--- config.mk ---
export PLATFORM = sky130hd
export DESIGN_NAME = alu_share_arbiter
export DESIGN_NICKNAME = d
export VERILOG_FILES = /design/src/rtl/alu_share_arbiter.sv
export SDC_FILE = /design/constraint.sdc
export NUM_CORES = 1
export LEC_CHECK = 0
export CORE_UTILIZATION = 36
export DETAILED_ROUTE_END_ITERATION = 10
export PLACE_DENSITY = 0.78
export SLEW_MARGIN = 20
export SYNTH_ARGS = -nofsm -noshare
export SYNTH_HDL_FRONTEND = slang
export SYNTH_SLANG_ARGS = --single-unit
--- constraint.sdc ---
create_clock -name clk -period 1.5 [get_ports clk]
set_input_delay 0.225 -clock clk [delete_from_list [all_inputs] [get_ports clk]]
set_output_delay 0.225 -clock clk [all_outputs]
set_load 0.05 [all_outputs]
--- src/rtl/alu_share_arbiter.sv ---
// Round-robin arbiter sharing one external combinational ALU between two requesters.
// One operation in flight: operands are registered into the ALU, the result is registered
// out of it, and the owner's response is held until it is taken.
module alu_share_arbiter #(
  parameter int unsigned DATA_W = 32,
  parameter int unsigned OP_W   = 4
) (
  input  logic              clk,
  input  logic              resetn,
  // requester 0: integer pipeline EX stage
  input  logic              req0_valid,
  output logic              req0_ready,
  input  logic [OP_W-1:0]   req0_op,
  input  logic [DATA_W-1:0] req0_a,
  input  logic [DATA_W-1:0] req0_b,
  output logic              rsp0_valid,
  input  logic              rsp0_ready,
  output logic [DATA_W-1:0] rsp0_result,
  output logic              rsp0_zero,
  // requester 1: multi-cycle / CP0 helper path
  input  logic              req1_valid,
  output logic              req1_ready,
  input  logic [OP_W-1:0]   req1_op,
  input  logic [DATA_W-1:0] req1_a,
  input  logic [DATA_W-1:0] req1_b,
  output logic              rsp1_valid,
  input  logic              rsp1_ready,
  output logic [DATA_W-1:0] rsp1_result,
  output logic              rsp1_zero,
  // shared ALU
  output logic [OP_W-1:0]   alu_control,
  output logic [DATA_W-1:0] alu_a,
  output logic [DATA_W-1:0] alu_b,
  input  logic [DATA_W-1:0] alu_result,
  input  logic              alu_zero,
  output logic              busy
);

  typedef enum logic [1:0] {StIdle, StExec, StResp} state_e;

  state_e              state_q;
  logic                owner_q;
  logic                rr_ptr_q;
  logic [OP_W-1:0]     op_q;
  logic [DATA_W-1:0]   a_q;
  logic [DATA_W-1:0]   b_q;
  logic [DATA_W-1:0]   res_q;
  logic                zero_q;

  logic                grant;
  logic                accept;
  logic                rsp_done;

  // Grant selection: a lone requester always wins, contention falls back to rr_ptr.
  always_comb begin
    grant = rr_ptr_q;
    if (req0_valid && !req1_valid) begin
      grant = 1'b0;
    end else if (req1_valid && !req0_valid) begin
      grant = 1'b1;
    end
  end

  // Ready only in IDLE for the granted, valid requester; forced low while reset is asserted
  // so every output reads 0 during reset regardless of incoming requests.
  always_comb begin
    req0_ready = resetn && (state_q == StIdle) && req0_valid && (grant == 1'b0);
    req1_ready = resetn && (state_q == StIdle) && req1_valid && (grant == 1'b1);
    accept     = req0_ready || req1_ready;
    rsp_done   = (state_q == StResp) &&
                 (owner_q ? rsp1_ready : rsp0_ready);
  end

  // Response and ALU drive are decoded purely from registered state.
  always_comb begin
    rsp0_valid  = 1'b0;
    rsp0_result = '0;
    rsp0_zero   = 1'b0;
    rsp1_valid  = 1'b0;
    rsp1_result = '0;
    rsp1_zero   = 1'b0;
    if (state_q == StResp) begin
      if (owner_q) begin
        rsp1_valid  = 1'b1;
        rsp1_result = res_q;
        rsp1_zero   = zero_q;
      end else begin
        rsp0_valid  = 1'b1;
        rsp0_result = res_q;
        rsp0_zero   = zero_q;
      end
    end
    alu_control = op_q;
    alu_a       = a_q;
    alu_b       = b_q;
    busy        = (state_q == StExec) || (state_q == StResp);
  end

  // FSM with operand/result capture; rr_ptr moves only when a response completes.
  always_ff @(posedge clk or negedge resetn) begin
    if (!resetn) begin
      state_q  <= StIdle;
      owner_q  <= 1'b0;
      rr_ptr_q <= 1'b0;
      op_q     <= '0;
      a_q      <= '0;
      b_q      <= '0;
      res_q    <= '0;
      zero_q   <= 1'b0;
    end else begin
      unique case (state_q)
        StIdle: begin
          if (accept) begin
            owner_q <= grant;
            op_q    <= grant ? req1_op : req0_op;
            a_q     <= grant ? req1_a  : req0_a;
            b_q     <= grant ? req1_b  : req0_b;
            state_q <= StExec;
          end
        end
        StExec: begin
          res_q   <= alu_result;
          zero_q  <= alu_zero;
          state_q <= StResp;
        end
        StResp: begin
          if (rsp_done) begin
            rr_ptr_q <= ~owner_q;
            state_q  <= StIdle;
          end
        end
        default: state_q <= StIdle;
      endcase
    end
  end

endmodule

==> results of run 1 <==
state kept, by name, indices dropped and copies added, names as in the netlist:
name	cells
alu_b	32
alu_control	4
alu_a	32
rr_ptr_q	1
state_q	2
zero_q	1
res_q	32
owner_q	1
through the flow:
step	instances	setup WS [ns]	cell area, sq um
CTS	1131	-0.408	11800
global route	1133	-0.536	12600
detailed placement	1078	-0.105	10100
floorplan	587	-0.140	6120
global placement	1078	-0.0690	10100
finish	1133	-0.468	12600
synthesized netlist by cell type (all sizes together):
| cell | count |
|---|---|
| and3 | 33 |
| ha | 4 |
| dfrtp | 105 |
| mux2i | 1 |
| o21ai | 1 |
| nand3 | 69 |
| a21oi | 6 |
| mux2 | 34 |
| nor2 | 1 |
| inv | 5 |
| nor2b | 1 |
| nand2 | 71 |
| o2111ai | 136 |
| buf | 37 |
| a21o | 1 |
| and2 | 35 |
| o211ai | 1 |
| a22oi | 1 |
| clkbuf | 45 |
power by group through the flow:
stage,registers (W),logic (W),clock network [W]
2_1_floorplan,0.00794,0.00495,0
3_3_place_gp,0.00527,0.0125,0
3_5_place_dp,0.00531,0.0127,0
4_1_cts,0.00525,0.0149,0.00248
5_1_grt,0.00550,0.0166,0.00262
6_report,0.00537,0.0160,0.00249
cells in the final DEF, fill, tap and decap left out, types with 11 or more instances in the layout:
cell type	count
and2_4	35
and3_4	33
buf_12	103
buf_4	88
buf_8	11
clkbuf_16	14
clkdlybuf4s50_1	171
dfrtp_1	104
mux2_2	33
nand2_1	70
nand3_1	49
nand3_2	19
o2111ai_1	24
o2111ai_2	75
o2111ai_4	37
cell type report:
type | count | area (sq um)
Inverter | 5 | 18.8
Clock buffer | 12 | 246
Clock inverter | 4 | 51.3
Multi-Input combinational cell | 395 | 4310
Sequential cell | 105 | 2630
Timing Repair Buffer | 396 | 5040
Fill cell | 866 | 3310
Tap cell | 216 | 270
layer usage:
| layer | track usage (%) | routed length [um] | vias up |
|---|---|---|---|
| met3 | 9.37 | 2540 | 87 |
| met2 | 52.3 | 14400 | 409 |
| li1 | - | - | 2916 |
| met5 | 0 | 0 | - |
| met4 | 14.4 | 990 | 0 |
| met1 | 34.4 | 10100 | 3372 |
cell families after synthesis:
kind of cell             after synthesis  share of synthesized area [%]
AO/OA/AOI/OAI                        146                           21.6
multiplexers                          35                           6.72
AND/OR/NAND/NOR                      210                           17.9
flip-flops                           105                           44.9
adder cells (fa/ha/maj)                4                          0.856
buffers and inverters                 87                           7.98
worst paths after layout:
| check | endpoint | slack (ns) | cells after the start |
|---|---|---|---|
| max | rsp0_result[17] | -0.47 | 7 |
| min | alu_b[22] | 0.02 | 2 |
| max reg2reg | alu_b[18] | -0.30 | 10 |
| min reg2reg | alu_a[22] | 0.48 | 2 |
| max in group asynchronous | res_q[5] | 0.61 | 3 |
| min in group clk | alu_b[30] | 0.30 | 3 |
worst reg2reg max path, delay by kind of cell, from the launching register on:
family	cells	cell delay, ns
buf+inv	6	0.76
flops	1	0.41
simple gates	2	0.31
fa+ha+maj	1	0.13
compound gates	1	0.12
what timing repair did:
item | 4_1_cts | 5_1_grt
pin swaps | 67 | 56
cloned | 14 | 5
resized for setup | 157 | 113
setup buffers | 21 | 5
hold endpoints to repair | 3 | 0
setup endpoints to repair | 112 | 144
hold buffers | 2 | 0
==> run_results.csv, run 1 <==
group,metric,value,unit
critical_path,cpLargestDelayFamily,"buffers and inverters",
yosys,synth.area.top_cells,"dfrtp_1 45%, o2111ai_1 20%, mux2_2 6.4%",
power,combPwrFrac,67.1,%
cells_and_area,nets,1091,
timing,max_freq,508,MHz
cts,cts_root_buf,"clkbuf_16",
grt,grt_pass1_wl,38700,um
yosys,synth_nets,766,
yosys,synth_warnings,0,
flow_run,drv_cap,0,
floorplanning,core_area,0.0159,sq mm
critical_path,critical_path.startpoint,"state_q[0]",
placement,place.gp.congestion,0.834,
floorplanning,die_w,129,um
power,p_clk_share,10.4,%
placement,port_buffers,313,
timing,tns,-43.59,ns
grt,grt_max_degree,79,
yosys,synth_top_area_share,44.9,%
critical_path,crit_slowest_cell,"dfrtp_1",
drt,dr.pass1.iters,5,
drt,post_drt_via_cell_ratio,5.99,
timing,setup_viol,148,
critical_path,critPathRequiredTime,1.27,ns
grt,grt_use_total,30.4,%
timing,period_minus_slack,1.97,ns
yosys,netlist_area,0.00585,sq mm
critical_path,worstPathArrival,1.74,ns
placement,dp.final_hpwl,15600,um
critical_path,crit_fanout,8,
timing,final_hold_viol_count,0,
floorplanning,initial_utilization,36.8,%
drt,ant_nets,0,
cts,cts_sinks,105,
power,intPower,0.0121,W
power,switching_share,49.3,%
timing,period_share,131,%
floorplanning,dieArea,0.0168,sq mm
grt,antenna_found_initial,0,
cells_and_area,antenna_cells,0,
cells_and_area,syn_to_final_growth,115,%
cts,cts_tree,"done",
critical_path,r2r_start,"state_q[0]",
cells_and_area,finish.utilization,79.1,%
critical_path,cpPeakStageDelay,0.41,ns
cts,path_clk_slew,0.08,ns
floorplanning,io_pins,314,
critical_path,path_cells,"inv_2 > ha_4 > nor2b_4 > buf_8 > buf_8 > and2_4 > buf_12",
drt,routedWlPerCell,24.8,um
worst_hold_path,worst_hold_path_type,"in2async",
cts,cts_htree_levels,3,
floorplanning,fp.dieH,129,um
cts,ctsLongestPathBuffers,2,
power,switchingPower,0.0117,W
timing,rsz0062_at_grt,"true",
run_status,violations,"setup timing",
yosys,synth_cell_types,26,
yosys,synthCells,587,
drt,wl,28100,um
run_status,status,"finished, violations left",
drt,drt_iter0_markers,479,
yosys,ys_seq_elements,105,
drt,via_count,6784,
timing,relSlewSlack,43.5,%
cts,worstSkewPairLatency,0.35,ns
power,vdd.ir_drop.worst,1.16,mV
power,powerDensity,1900,mW/mm^2
critical_path,critical_path_buf_inv_count,4,
power,p_leak,4.90,nW
yosys,syn_area_per_cell,9.96,sq um
floorplanning,fp-row-count,46,
power,totalPowerFinal,0.0238,W
timing,hold-worst-slack,0.0150,ns
grt,first_global_vias,6769,
timing,skew,0.00641,ns
yosys,synth_area_leader_cell,"dfrtp_1",
critical_path,start_kind,"flop",
timing,drv_slew,0,
critical_path,cp_common_cell,"buf_8",
yosys,ys_seq_area_share,44.9,%
cts,cts_buffers,9,
timing,fin_ws,-0.468,ns
critical_path,crit_type,"reg2out",
power,p_seq_share,22.5,%
grt,grt_overflow_total,0,
timing,tightest_slew,0.847,ns
critical_path,crit_path_end_kind,"primary output",
cells_and_area,drive_above_1_share,53.0,%
drt,drcViolationCount,0,
Power figures use the tool's default switching activity.
==> run 2, diff against run 1 <==
GPL_TIMING_DRIVEN = 0   (was default)
SLEW_MARGIN = default   (was 20)
==> run 2 against run 1 <==
Against the previous run:
- the flow finishes with violations (hold timing, setup timing)
- non-clock buffer count is 49 higher
- sequential share of layout area is 0.34 points higher
- maximum frequency is 2.9% lower
- die area stayed put
- wire length is 4.9% higher
==> run_results.csv, run 2 (synthesis gave the netlist of run 1 again) <==
group,metric,value,unit
run_status,status,"finished, violations left",
run_status,violations,"hold timing, setup timing",
critical_path,crit_fanout,5,
cells_and_area,fillers,935,
timing,max_freq,493,MHz
cts,cts_sinks,105,
floorplanning,dieArea,0.0168,sq mm
flow_run,drv_cap,0,
power,switchingPower,0.0119,W
cells_and_area,final_area,0.0124,sq mm
critical_path,start_kind,"flop",
timing,tightest_slew,1.00,ns
placement,port_buffers,311,
drt,drcViolationCount,0,
power,intPower,0.0119,W
floorplanning,fp.dieH,129,um
critical_path,path_cells,"inv_2 > ha_4 > nor2b_4 > buf_12 > clkbuf_16 > and2_4 > buf_8",
power,combPwrFrac,66.3,%
timing,hold-worst-slack,-0.272,ns
grt,met3_usage,8.42,%
cells_and_area,drive_above_1_share,52.0,%
cells_and_area,multi_input_area,0.00428,sq mm
cells_and_area,stdcell_count,1183,
drt,wl,29400,um
critical_path,cpLargestDelayFamily,"buffers and inverters",
grt,grt_util_met2,57.1,%
timing,period_share,135,%
cts,cts_root_buf,"clkbuf_16",
critical_path,crit_path_end_kind,"primary output",
power,p_leak,5.06,nW
grt,first_global_vias,7276,
drt,ant_nets,0,
critical_path,worstPathArrival,1.80,ns
grt,grt_max_degree,56,
cts,worstSkewPairLatency,0.36,ns
cts,cts_tree,"done",
grt,grt_overflow_total,0,
critical_path,crit_slowest_cell,"dfrtp_1",
cts,cts_buffers,9,
placement,dpl-instance-area,0.00953,sq mm
grt,grt_use_total,32.2,%
floorplanning,initial_utilization,36.8,%
power,powerDensity,1920,mW/mm^2
power,switching_share,50.1,%
timing,period_minus_slack,2.03,ns
timing,fin_ws,-0.527,ns
critical_path,critPathRequiredTime,1.27,ns
power,vdd.ir_drop.worst,1.17,mV
placement,place.gp.congestion,0.846,
drt,dr.pass1.iters,8,
grt,use_met1,37.4,%
cells_and_area,nets,1141,
cts,ctsLongestPathBuffers,2,
critical_path,critical_path_buf_inv_count,4,
grt,grt-busiest-layer,"met2",
cells_and_area,finish.utilization,77.9,%
power,p_clk_share,11.2,%
cells_and_area,final_common_cell,"clkdlybuf4s50_1",
drt,post_drt_via_cell_ratio,6.04,
placement,dp.final_hpwl,16700,um
grt,grt_pass1_wl,41000,um
drt,routedWlPerCell,24.9,um
floorplanning,fp-row-count,46,
floorplanning,io_pins,314,
timing,skew,0.00856,ns
placement,post-place-ws,-1.34,ns
floorplanning,die_w,129,um
power,p_seq_share,22.6,%
timing,setup_viol,155,
cells_and_area,final_cell_mix,"171 x clkdlybuf4s50_1, 104 x dfrtp_1, 64 x buf_8, 61 x o2111ai_2, 48 x o2111ai_1",
timing,final_hold_viol_count,54,
drt,via_count,7145,
critical_path,cpPeakStageDelay,0.39,ns
timing,rsz0062_at_grt,"true",
cells_and_area,antenna_cells,0,
cts,cts_htree_levels,3,
cells_and_area,seq_area,0.00263,sq mm
critical_path,crit_type,"reg2out",
floorplanning,core_area,0.0159,sq mm
worst_hold_path,worst_hold_path_type,"in2async",
grt,antenna_found_initial,0,
timing,drv_slew,0,
cts,path_clk_slew,0.08,ns
cells_and_area,syn_to_final_growth,111,%
timing,relSlewSlack,33.4,%
drt,drt_iter0_markers,510,
placement,place_inst,1115,
## run 2: worst register-to-register path, cell delays in order, from the launching register on
cell and delay (ns):
dfrtp_1 0.39, inv_2 0.11, ha_4 0.16, and2_4 0.16
buf_6 0.10, buf_12 0.13, buf_12 0.16, buf_12 0.13
o2111ai_2 0.14, nand3_1 0.15
## run 2: power groups by stage
stage	Clock, W	Sequential, W	Combinational [W]
6_report	0.00266	0.00537	0.0158
5_1_grt	0.00279	0.00548	0.0164
4_1_cts	0.00263	0.00514	0.0142
3_5_place_dp	0	0.00510	0.0120
3_3_place_gp	0	0.00505	0.0119
2_1_floorplan	0	0.00794	0.00495
## run 2: timing repair
| item | in CTS | in global routing |
|---|---|---|
| hold endpoints to repair | 54 | 54 |
| gates cloned | 22 | 5 |
| resized for setup | 828 | 235 |
| setup endpoints to repair | 239 | 232 |
| buffers inserted | 30 | 9 |
| pin swaps | 82 | 59 |
## run 2: final timing paths
path,slack [ns],from,end,cells past startpoint
setup reg to reg,-0.20,state_q[0],alu_a[27],9
max in group asynchronous,1.17,resetn,res_q[6],2
setup / recovery,-0.53,state_q[0],rsp0_result[13],7
hold / removal,-0.27,resetn,alu_b[23],1
hold reg to reg,0.49,alu_b[4],alu_b[4],2
min in group clk,0.46,req0_b[17],alu_b[17],3
## run 2: per-stage QoR
| stage | total power (W) | setup TNS (ns) | hold WS [ns] |
|---|---|---|---|
| after floorplan | 0.0129 | -2.77 | -0.0706 |
| after global placement | 0.0169 | -823.25 | 0.459 |
| after detailed placement | 0.0171 | -99.05 | 0.226 |
| after CTS | 0.0220 | -53.88 | -0.255 |
| after global routing | 0.0246 | -51.96 | -0.259 |
| final | 0.0238 | -41.47 | -0.272 |
## run 2: final cells by class
type	instances	share of cell area, %
Inverter	5	0.172
Tap cell	216	2.18
Clock inverter	7	0.748
Clock buffer	9	1.82
Timing Repair Buffer	365	33.3
Multi-Input combinational cell	396	34.6
Buffer	80	5.91
Sequential cell	105	21.3
## run 2: metal layers
metal	wire [um]	vias to the layer above
met5	0	-
met4	1250	0
met3	2570	104
met2	14900	426
met1	10700	3576
li1	-	3039
